`config.mk`:
```
export PLATFORM = sky130hd
export DESIGN_NAME = fetch_unit
export DESIGN_NICKNAME = d
export VERILOG_FILES = /design/src/rtl/fetch_unit.sv
export SDC_FILE = /design/constraint.sdc
export NUM_CORES = 1
export LEC_CHECK = 0
export BUFFER_PORTS_ARGS = -buffer_cell sky130_fd_sc_hd__buf_4
export CAP_MARGIN = 20
export CELL_PAD_IN_SITES_DETAIL_PLACEMENT = 1
export CELL_PAD_IN_SITES_GLOBAL_PLACEMENT = 1
export CORE_MARGIN = 3
export CORE_UTILIZATION = 33
export CTS_BUF_LIST = sky130_fd_sc_hd__clkbuf_2 sky130_fd_sc_hd__clkbuf_4 sky130_fd_sc_hd__clkbuf_8
export CTS_CLUSTER_DIAMETER = 150
export CTS_CLUSTER_SIZE = 12
export DETAILED_ROUTE_END_ITERATION = 6
export PLACE_DENSITY = 0.8
export SYNTH_ARGS = -nofsm -noshare
export SYNTH_HDL_FRONTEND = slang
export SYNTH_SLANG_ARGS = --single-unit
```
`constraint.sdc`:
```
create_clock -name CLK -period 7.3 [get_ports CLK]
set_input_delay 0.365 -clock CLK [delete_from_list [all_inputs] [get_ports CLK]]
set_output_delay 0.365 -clock CLK [all_outputs]
set_load 0.05 [all_outputs]
```
`src/rtl/fetch_unit.sv`:
```
// Instruction fetch stage: owns the PC, requests words from imem and holds one
// fetched instruction until decode consumes it. Handles redirects and halt.
module fetch_unit #(
  parameter logic [31:0] PC_INIT = 32'h0000_0000
) (
  input  logic        CLK,
  input  logic        RST,
  input  logic        ihit,
  input  logic [31:0] iload,
  input  logic        stall,
  input  logic        redirect,
  input  logic [31:0] redirect_pc,
  input  logic        halt,
  output logic        imemREN,
  output logic [31:0] imemaddr,
  output logic        instr_valid,
  output logic [31:0] instr,
  output logic [31:0] instr_pc,
  output logic [31:0] instr_npc,
  output logic        halted
);

  typedef enum logic {
    FETCH  = 1'b0,
    HALTED = 1'b1
  } state_t;

  state_t      state_q, state_d;
  logic [31:0] pc_q, pc_d;
  logic [31:0] instr_q, instr_d;
  logic [31:0] ipc_q, ipc_d;
  logic [31:0] inpc_q, inpc_d;
  logic        valid_q, valid_d;
  logic        accept;
  logic        consume;

  // FSM state register
  always_ff @(posedge CLK or posedge RST) begin
    if (RST) state_q <= FETCH;
    else     state_q <= state_d;
  end

  // FSM next state: HALTED is absorbing until reset
  always_comb begin
    state_d = state_q;
    if (state_q == FETCH && halt) state_d = HALTED;
  end

  // FSM outputs
  always_comb begin
    imemREN = 1'b0;
    halted  = 1'b0;
    if (state_q == FETCH) imemREN = !RST && !(valid_q && stall);
    else                  halted  = 1'b1;
  end

  assign accept  = imemREN && ihit && !redirect && !halt;
  assign consume = valid_q && !stall;

  // Datapath: halt > redirect > accepted fetch > consume
  always_comb begin
    pc_d    = pc_q;
    instr_d = instr_q;
    ipc_d   = ipc_q;
    inpc_d  = inpc_q;
    valid_d = valid_q;
    if (state_q == FETCH) begin
      if (halt) begin
        valid_d = 1'b0;
      end else if (redirect) begin
        pc_d    = redirect_pc & 32'hFFFF_FFFC;
        valid_d = 1'b0;
      end else if (accept) begin
        instr_d = iload;
        ipc_d   = pc_q;
        inpc_d  = pc_q + 32'd4;
        pc_d    = pc_q + 32'd4;
        valid_d = 1'b1;
      end else if (consume) begin
        valid_d = 1'b0;
      end
    end
  end

  always_ff @(posedge CLK or posedge RST) begin
    if (RST) begin
      pc_q    <= PC_INIT;
      instr_q <= '0;
      ipc_q   <= '0;
      inpc_q  <= '0;
      valid_q <= 1'b0;
    end else begin
      pc_q    <= pc_d;
      instr_q <= instr_d;
      ipc_q   <= ipc_d;
      inpc_q  <= inpc_d;
      valid_q <= valid_d;
    end
  end

  assign imemaddr    = pc_q;
  assign instr_valid = valid_q;
  assign instr       = instr_q;
  assign instr_pc    = ipc_q;
  assign instr_npc   = inpc_q;

endmodule

```
==> results.sh, run 1 <==
export IMPL_outcome="complete, no violations"
export IMPL_crit_path_cell_trace="ha_1 > and3_1 > nand2_1 > nor4_1 > a211oi_1 > a311oi_1"
export IMPL_ys_seq_area_frac=0.532
export IMPL_multi_input_area_um2=2460
export IMPL_routed_via_density=4.99
export IMPL_cp_slowest_cell="nor4_1"
export IMPL_synth_edf_count=0
export IMPL_fmax_ghz=0.412
export IMPL_antenna_cells=0
export IMPL_ir_worst_vdd_mv=0.0938
export IMPL_clockBufferDepth=2
export IMPL_root_buffer="clkbuf_8"
export IMPL_clock_latency_ns=0.43
export IMPL_hold_violations=0
export IMPL_finalNetCount=901
export IMPL_cts_sinks=124
export IMPL_gr_total_overflow=0
export IMPL_h_tree_depth=4
export IMPL_p_per_area_nw_per_um2=195
export IMPL_tightest_slew_ns=0.978
export IMPL_period_share=0.332
export IMPL_yosysTopAreaCellShare=0.532
export IMPL_slew_viol_final=0
export IMPL_seqPwrFrac=0.493
export IMPL_clk_transition_reported_paths_ns=0.07
export IMPL_cts_buffers=17
export IMPL_antenna_found_initial=0
export IMPL_drtAntennaViolNets=0
export IMPL_r2r_slack_ns=4.87
export IMPL_finalCriticalPeriod_ns=2.43
export IMPL_postRouteWirelength_mm=18.6
export IMPL_drive_gt1_frac=0.283
export IMPL_switching_share=0.291
export IMPL_min_path_type="in -> reg"
export IMPL_slowest_delay_ns=0.56
export IMPL_io_pins=201
export IMPL_start_util=0.344
export IMPL_cts_tree="done"
export IMPL_coreArea_um2=16900
export IMPL_maxCapViolCount=0
export IMPL_p_leak_nw=3.95
export IMPL_drcViolationCount=0
export IMPL_ys_flop_type="dfrtp_1"
export IMPL_slew_headroom=0.348
export IMPL_cts_resized=0
export IMPL_nFillCells=2029
export IMPL_routabilityCongestion=0.772
export IMPL_drt_iter0_drc=241
export IMPL_wire_per_inst_um=17.6
export IMPL_pwr_share_clk=0.362
export IMPL_layout_commonest_cell="nand2_1"
export IMPL_yosysWarnings=0
export IMPL_dr_total_vias=5270
export IMPL_postCtsSetupBuffers=0
export IMPL_crit_buf_inv=0
export IMPL_grt_max_degree=75
export IMPL_row_count=47
export IMPL_grt_pass1_vias=5456
export IMPL_yosysTopAreaCell="dfrtp_1"
export IMPL_dpl_hpwl_mm=13.1
export IMPL_die_height_um=139
export IMPL_finalClockSkew_ns=0.0118
export IMPL_finalSetupTns_ns=0
export IMPL_critical_path_arrival_ns=2.76
export IMPL_setup_worst_path_class="reg -> reg"
export IMPL_area_delta_synth_final_pct=32.5
export IMPL_first_pass_iters=4
export IMPL_cp_end_kind="register"
export IMPL_port_buffers=192
export IMPL_synthCells=658
export IMPL_layout_common_cells="nand2_1 (221), buf_4 (200), dfrtp_1 (124), o21ai_0 (42), nor2_1 (28)"
export IMPL_track_usage=0.193
export IMPL_rsz0062_at_grt="no"
export IMPL_p_comb_frac=0.145
export IMPL_die_x_um=139
export IMPL_syn_avg_cell_area_um2=8.86
export IMPL_dieArea_um2=19300
export IMPL_netlist_cell_type_count=59
export IMPL_syn_cell_area_um2=5830
export IMPL_synth_area_leaders="dfrtp_1 (53%), nand2_1 (14%), o21ai_0 (3.7%), xnor2_1 (3.0%), nand3_1 (2.1%)"
export IMPL_intPower_mw=1.07
export IMPL_p_sw_mw=0.438
export IMPL_start_kind="register"
export IMPL_grt_pass1_wl_mm=30.1
export IMPL_power_mw=1.51
export IMPL_synth_seq_cells=124
export IMPL_synth_async_sr_flop_share=1.00
export IMPL_finalSetupViolCount=0
export IMPL_cp_required_ns=7.63
export IMPL_critPathMaxFanout=8
export IMPL_ctsHoldBuffers=1
export IMPL_regArea_um2=3100
export IMPL_cpLargestDelayFamily="simple AND/OR/NAND/NOR gates"
## cells by family (layout without fill, tap and decap cells)
family,Yosys count,after routing,synth area share
AND/OR/NAND/NOR,332,332,0.253
flip-flops,124,124,0.532
AO/OA/AOI/OAI,110,110,0.123
buffers and inverters,64,237,0.0496
XOR/XNOR,24,24,0.0361
multiplexers,2,2,0.00344
adder cells (fa/ha/maj),1,1,0.00215
other,1,6,0.000643
## worst reg2reg max path, cell delays in order (launching register included)
cell and delay, ns:
dfrtp_1 0.51, ha_1 0.30, and3_1 0.32, nand2_1 0.28
nor4_1 0.56, a211oi_1 0.14, a311oi_1 0.22
## worst paths after layout
kind / from / endpoint / cells past startpoint
worst max-delay path: imemaddr[2]$_DFFE_PP0P_ / imemaddr[20]$_DFFE_PP0P_ / 6
max in group asynchronous: RST / imemaddr[31]$_DFFE_PP0P_ / 4
worst min register to register: instr_pc[12]$_DFFE_PP0P_ / instr_pc[12]$_DFFE_PP0P_ / 2
worst min-delay path: iload[4] / instr[4]$_DFFE_PP0P_ / 3
worst max register to register: imemaddr[2]$_DFFE_PP0P_ / imemaddr[20]$_DFFE_PP0P_ / 6
min in group asynchronous: RST / imemaddr[2]$_DFFE_PP0P_ / 3
## power groups by stage
stage	Clock, mW	Sequential, mW	Combinational (mW)
2_1_floorplan	0	0.816	0.0744
3_3_place_gp	0	0.755	0.218
3_5_place_dp	0	0.756	0.221
4_1_cts	0.564	0.743	0.222
5_1_grt	0.599	0.748	0.235
6_report	0.545	0.743	0.219
## per-stage QoR
| step | area, µm² | instances | hold WS [ns] | utilization | setup WS, ns |
|---|---|---|---|---|---|
| after detailed placement | 7390 | 1030 | 0.449 | 0.436 | 4.91 |
| after global routing | 7720 | 1056 | 0.0840 | 0.456 | 4.67 |
| after floorplan | 5850 | 663 | 0.462 | - | 3.64 |
| final | 7720 | 1056 | 0.118 | 0.456 | 4.87 |
| after CTS | 7720 | 1056 | 0.0830 | 0.456 | 4.88 |
| after global placement | 7390 | 1030 | 0.447 | 0.436 | 4.90 |
## cell usage after synthesis, drive strengths merged, types with 3 or more instances
| cell | number |
|---|---|
| o22ai | 3 |
| and3 | 13 |
| and4 | 4 |
| nand3b | 3 |
| a311oi | 5 |
| o21a | 3 |
| or3 | 3 |
| o211ai | 3 |
| buf | 25 |
| a22oi | 6 |
| inv | 11 |
| xor2 | 4 |
| a21oi | 13 |
| nand2 | 221 |
| xnor2 | 20 |
| clkbuf | 28 |
| o2bb2ai | 6 |
| dfrtp | 124 |
| nor3 | 11 |
| nand3 | 25 |
| nand4 | 10 |
| nor2 | 28 |
| o21ai | 50 |
| nor4 | 9 |
## state kept, by name (all words and copies together), names as in the netlist
name,count
state_q,1
instr,32
imemaddr,30
instr_npc,30
instr_pc,30
instr_valid,1
## layout make-up
type,instances,area share
repair buffers,201,0.196
inverters,11,0.00599
flip-flops and latches,124,0.402
well taps,220,0.0356
multi-input cells,475,0.318
clock inverters,4,0.00583
clock buffers,21,0.0366
## layer usage
layer / vias up / track usage / routed length, µm
li1: 2550 / - / -
met1: 2554 / 0.255 / 8220
met2: 145 / 0.310 / 8900
met3: 21 / 0.0603 / 1140
met4: 0 / 0.0525 / 327
met5: - / 0 / 0
Note: power is estimated with default switching activity, not from simulation.
==> run 2, diff against run 1 <==
- clock period: 7.3 -> 2.35 ns (I/O delays scaled with it)
==> run 2 against run 1 <==
Against the previous run:
- global-route usage is 1.7 points higher
- routed wire length grew 9.6%
- clock skew increased by 0.00054 ns
- critical path depth unchanged
- setup slack got worse by 4.7 ns
- critical path type unchanged
- critical endpoint is now imemaddr[30]$_DFFE_PP0P_
- largest cell class unchanged
==> results.sh, run 2 (synthesis gave the netlist of run 1 again) <==
export IMPL_outcome="complete, no violations"
export IMPL_start_kind="register"
export IMPL_antenna_found_initial=0
export IMPL_port_buffers=192
export IMPL_clockBufferDepth=2
export IMPL_tightest_slew_ns=0.875
export IMPL_slew_viol_final=0
export IMPL_hold_end="imemaddr[8]$_DFFE_PP0P_"
export IMPL_finalSetupTns_ns=0
export IMPL_seqPwrFrac=0.456
export IMPL_grt_max_degree=55
export IMPL_row_count=47
export IMPL_worstReg2RegStart="imemaddr[2]$_DFFE_PP0P_"
export IMPL_place_inst=1042
export IMPL_dr_total_vias=5693
export IMPL_coreArea_um2=16900
export IMPL_fmax_ghz=0.468
export IMPL_h_tree_depth=4
export IMPL_start_util=0.344
export IMPL_p_sw_mw=1.43
export IMPL_holdPathStages=3
export IMPL_min_from="redirect_pc[8]"
export IMPL_postRouteWirelength_mm=20.4
export IMPL_routed_via_density=5.04
export IMPL_period_share=0.909
export IMPL_drt_iter0_drc=245
export IMPL_slew_headroom=0.415
export IMPL_min_path_type="in -> reg"
export IMPL_intPower_mw=3.61
export IMPL_area_delta_synth_final_pct=45.8
export IMPL_hold_violations=0
export IMPL_finalCriticalPeriod_ns=2.14
export IMPL_layout_commonest_cell="nand2_1"
export IMPL_cp_end_kind="register"
export IMPL_critPathMaxFanout=8
export IMPL_die_height_um=139
export IMPL_layout_common_cells="nand2_1 (221), buf_4 (208), dfrtp_1 (123), dlygate4sd3_1 (55), o21ai_0 (42)"
export IMPL_gr_total_overflow=0
export IMPL_dieArea_um2=19300
export IMPL_finalClockSkew_ns=0.0124
export IMPL_dpl_hpwl_mm=13.8
export IMPL_drtAntennaViolNets=0
export IMPL_nFillCells=2013
export IMPL_critical_path_arrival_ns=2.46
export IMPL_r2r_cells=6
export IMPL_io_pins=201
export IMPL_pwr_share_clk=0.385
export IMPL_grt_pass1_wl_mm=32.8
export IMPL_clock_latency_ns=0.45
export IMPL_routabilityCongestion=0.776
export IMPL_p_per_area_nw_per_um2=593
export IMPL_grt_pass1_vias=6000
export IMPL_drive_gt1_frac=0.284
export IMPL_cts_sinks=124
export IMPL_switching_share=0.284
export IMPL_finalNetCount=967
export IMPL_first_pass_iters=4
export IMPL_cts_buffers=17
export IMPL_ir_worst_vdd_mv=0.311
export IMPL_die_x_um=139
export IMPL_largest_reg_flops=32
export IMPL_cp_required_ns=2.67
export IMPL_track_usage=0.210
export IMPL_final_cells=1129
export IMPL_p_leak_nw=4.28
export IMPL_clk_transition_reported_paths_ns=0.07
export IMPL_maxCapViolCount=0
export IMPL_timing_rr_end="imemaddr[30]$_DFFE_PP0P_"
export IMPL_setup_worst_path_class="reg -> reg"
export IMPL_antenna_cells=0
export IMPL_finalSetupViolCount=0
export IMPL_root_buffer="clkbuf_8"
export IMPL_cts_tree="done"
export IMPL_wire_per_inst_um=18.0
export IMPL_r2r_slack_ns=0.21
export IMPL_drcViolationCount=0
export IMPL_rsz0062_at_grt="no"
export IMPL_p_comb_frac=0.158
## run 2: cell count changes in the layout (fill, tap and decap cells not counted), sizes merged
cell,delta
dlygate4sd3,+54
buf,+12
clkbuf,+4
clkinvlp,+2
bufinv,+1
clkinv,+1
inv,-1
## run 2: area by class of cell
class                   count  area (µm²)  area share
flip-flops and latches    124        3100       0.365
repair buffers            267        2190       0.258
inverters                  11        45.0     0.00530
multi-input cells         475        2470       0.291
clock buffers              25         319      0.0375
well taps                 220         275      0.0324
clock inverters             7        87.6      0.0103
## run 2: routing by layer
| metal | up-vias | global-route usage | share of wire |
|---|---|---|---|
| met1 | 2821 | 0.271 | 0.42 |
| met4 | 0 | 0.0814 | 0.026 |
| met5 | - | 0 | 0 |
| met3 | 30 | 0.0510 | 0.060 |
| met2 | 158 | 0.342 | 0.50 |
| li1 | 2684 | - | - |
## run 2: metrics by stage
| step | power (mW) | area, µm² | hold slack [ns] | worst slack (ns) | util |
|---|---|---|---|---|---|
| floorplan | 2.77 | 5860 | 0.210 | 0.00251 | - |
| global placement | 3.04 | 7530 | 0.307 | 0.234 | 0.445 |
| detailed placement | 3.06 | 7530 | 0.312 | 0.162 | 0.445 |
| CTS | 5.08 | 8490 | 0.00205 | 0.138 | 0.501 |
| global route | 5.25 | 8500 | 0.0308 | 0.0517 | 0.502 |
| finish | 5.04 | 8500 | 0.0239 | 0.213 | 0.502 |
## run 2: worst max path at each step
stage | start | to | slack (ns) | cells past startpoint
2_1_floorplan | state_q$_DFFE_PP0P_ | imemaddr[29]$_DFFE_PP0P_ | 0.003 | 6
3_3_place_gp | imemaddr[2]$_DFFE_PP0P_ | imemaddr[20]$_DFFE_PP0P_ | 0.23 | 6
3_5_place_dp | imemaddr[2]$_DFFE_PP0P_ | imemaddr[20]$_DFFE_PP0P_ | 0.16 | 6
4_1_cts | imemaddr[2]$_DFFE_PP0P_ | imemaddr[20]$_DFFE_PP0P_ | 0.14 | 6
5_1_grt | imemaddr[2]$_DFFE_PP0P_ | imemaddr[30]$_DFFE_PP0P_ | 0.05 | 6
6_report | imemaddr[2]$_DFFE_PP0P_ | imemaddr[30]$_DFFE_PP0P_ | 0.21 | 6
## run 2: power by group through the flow
stage          sequential, mW  combinational [mW]  clock (mW)
2_1_floorplan            2.54               0.232           0
3_3_place_gp             2.33               0.713           0
3_5_place_dp             2.34               0.725           0
4_1_cts                  2.30               0.801        1.99
5_1_grt                  2.31               0.852        2.08
6_report                 2.30               0.798        1.94
## run 2: critical path, stage by stage (launching register included)
cell     delay [ns]
dfrtp_1        0.37
ha_1           0.25
and3_1         0.29
nand2_1        0.26
nor3b_1        0.54
and3_1         0.24
nor3_1         0.05
## run 2: repair_timing
| item | 4_1_cts | 5_1_grt |
|---|---|---|
| resized for setup | 0 | 1 |
| setup endpoints to repair | 0 | 1 |
| buffers inserted | 0 | 0 |
| hold buffers | 55 | 0 |
| hold endpoints to repair | 85 | 0 |
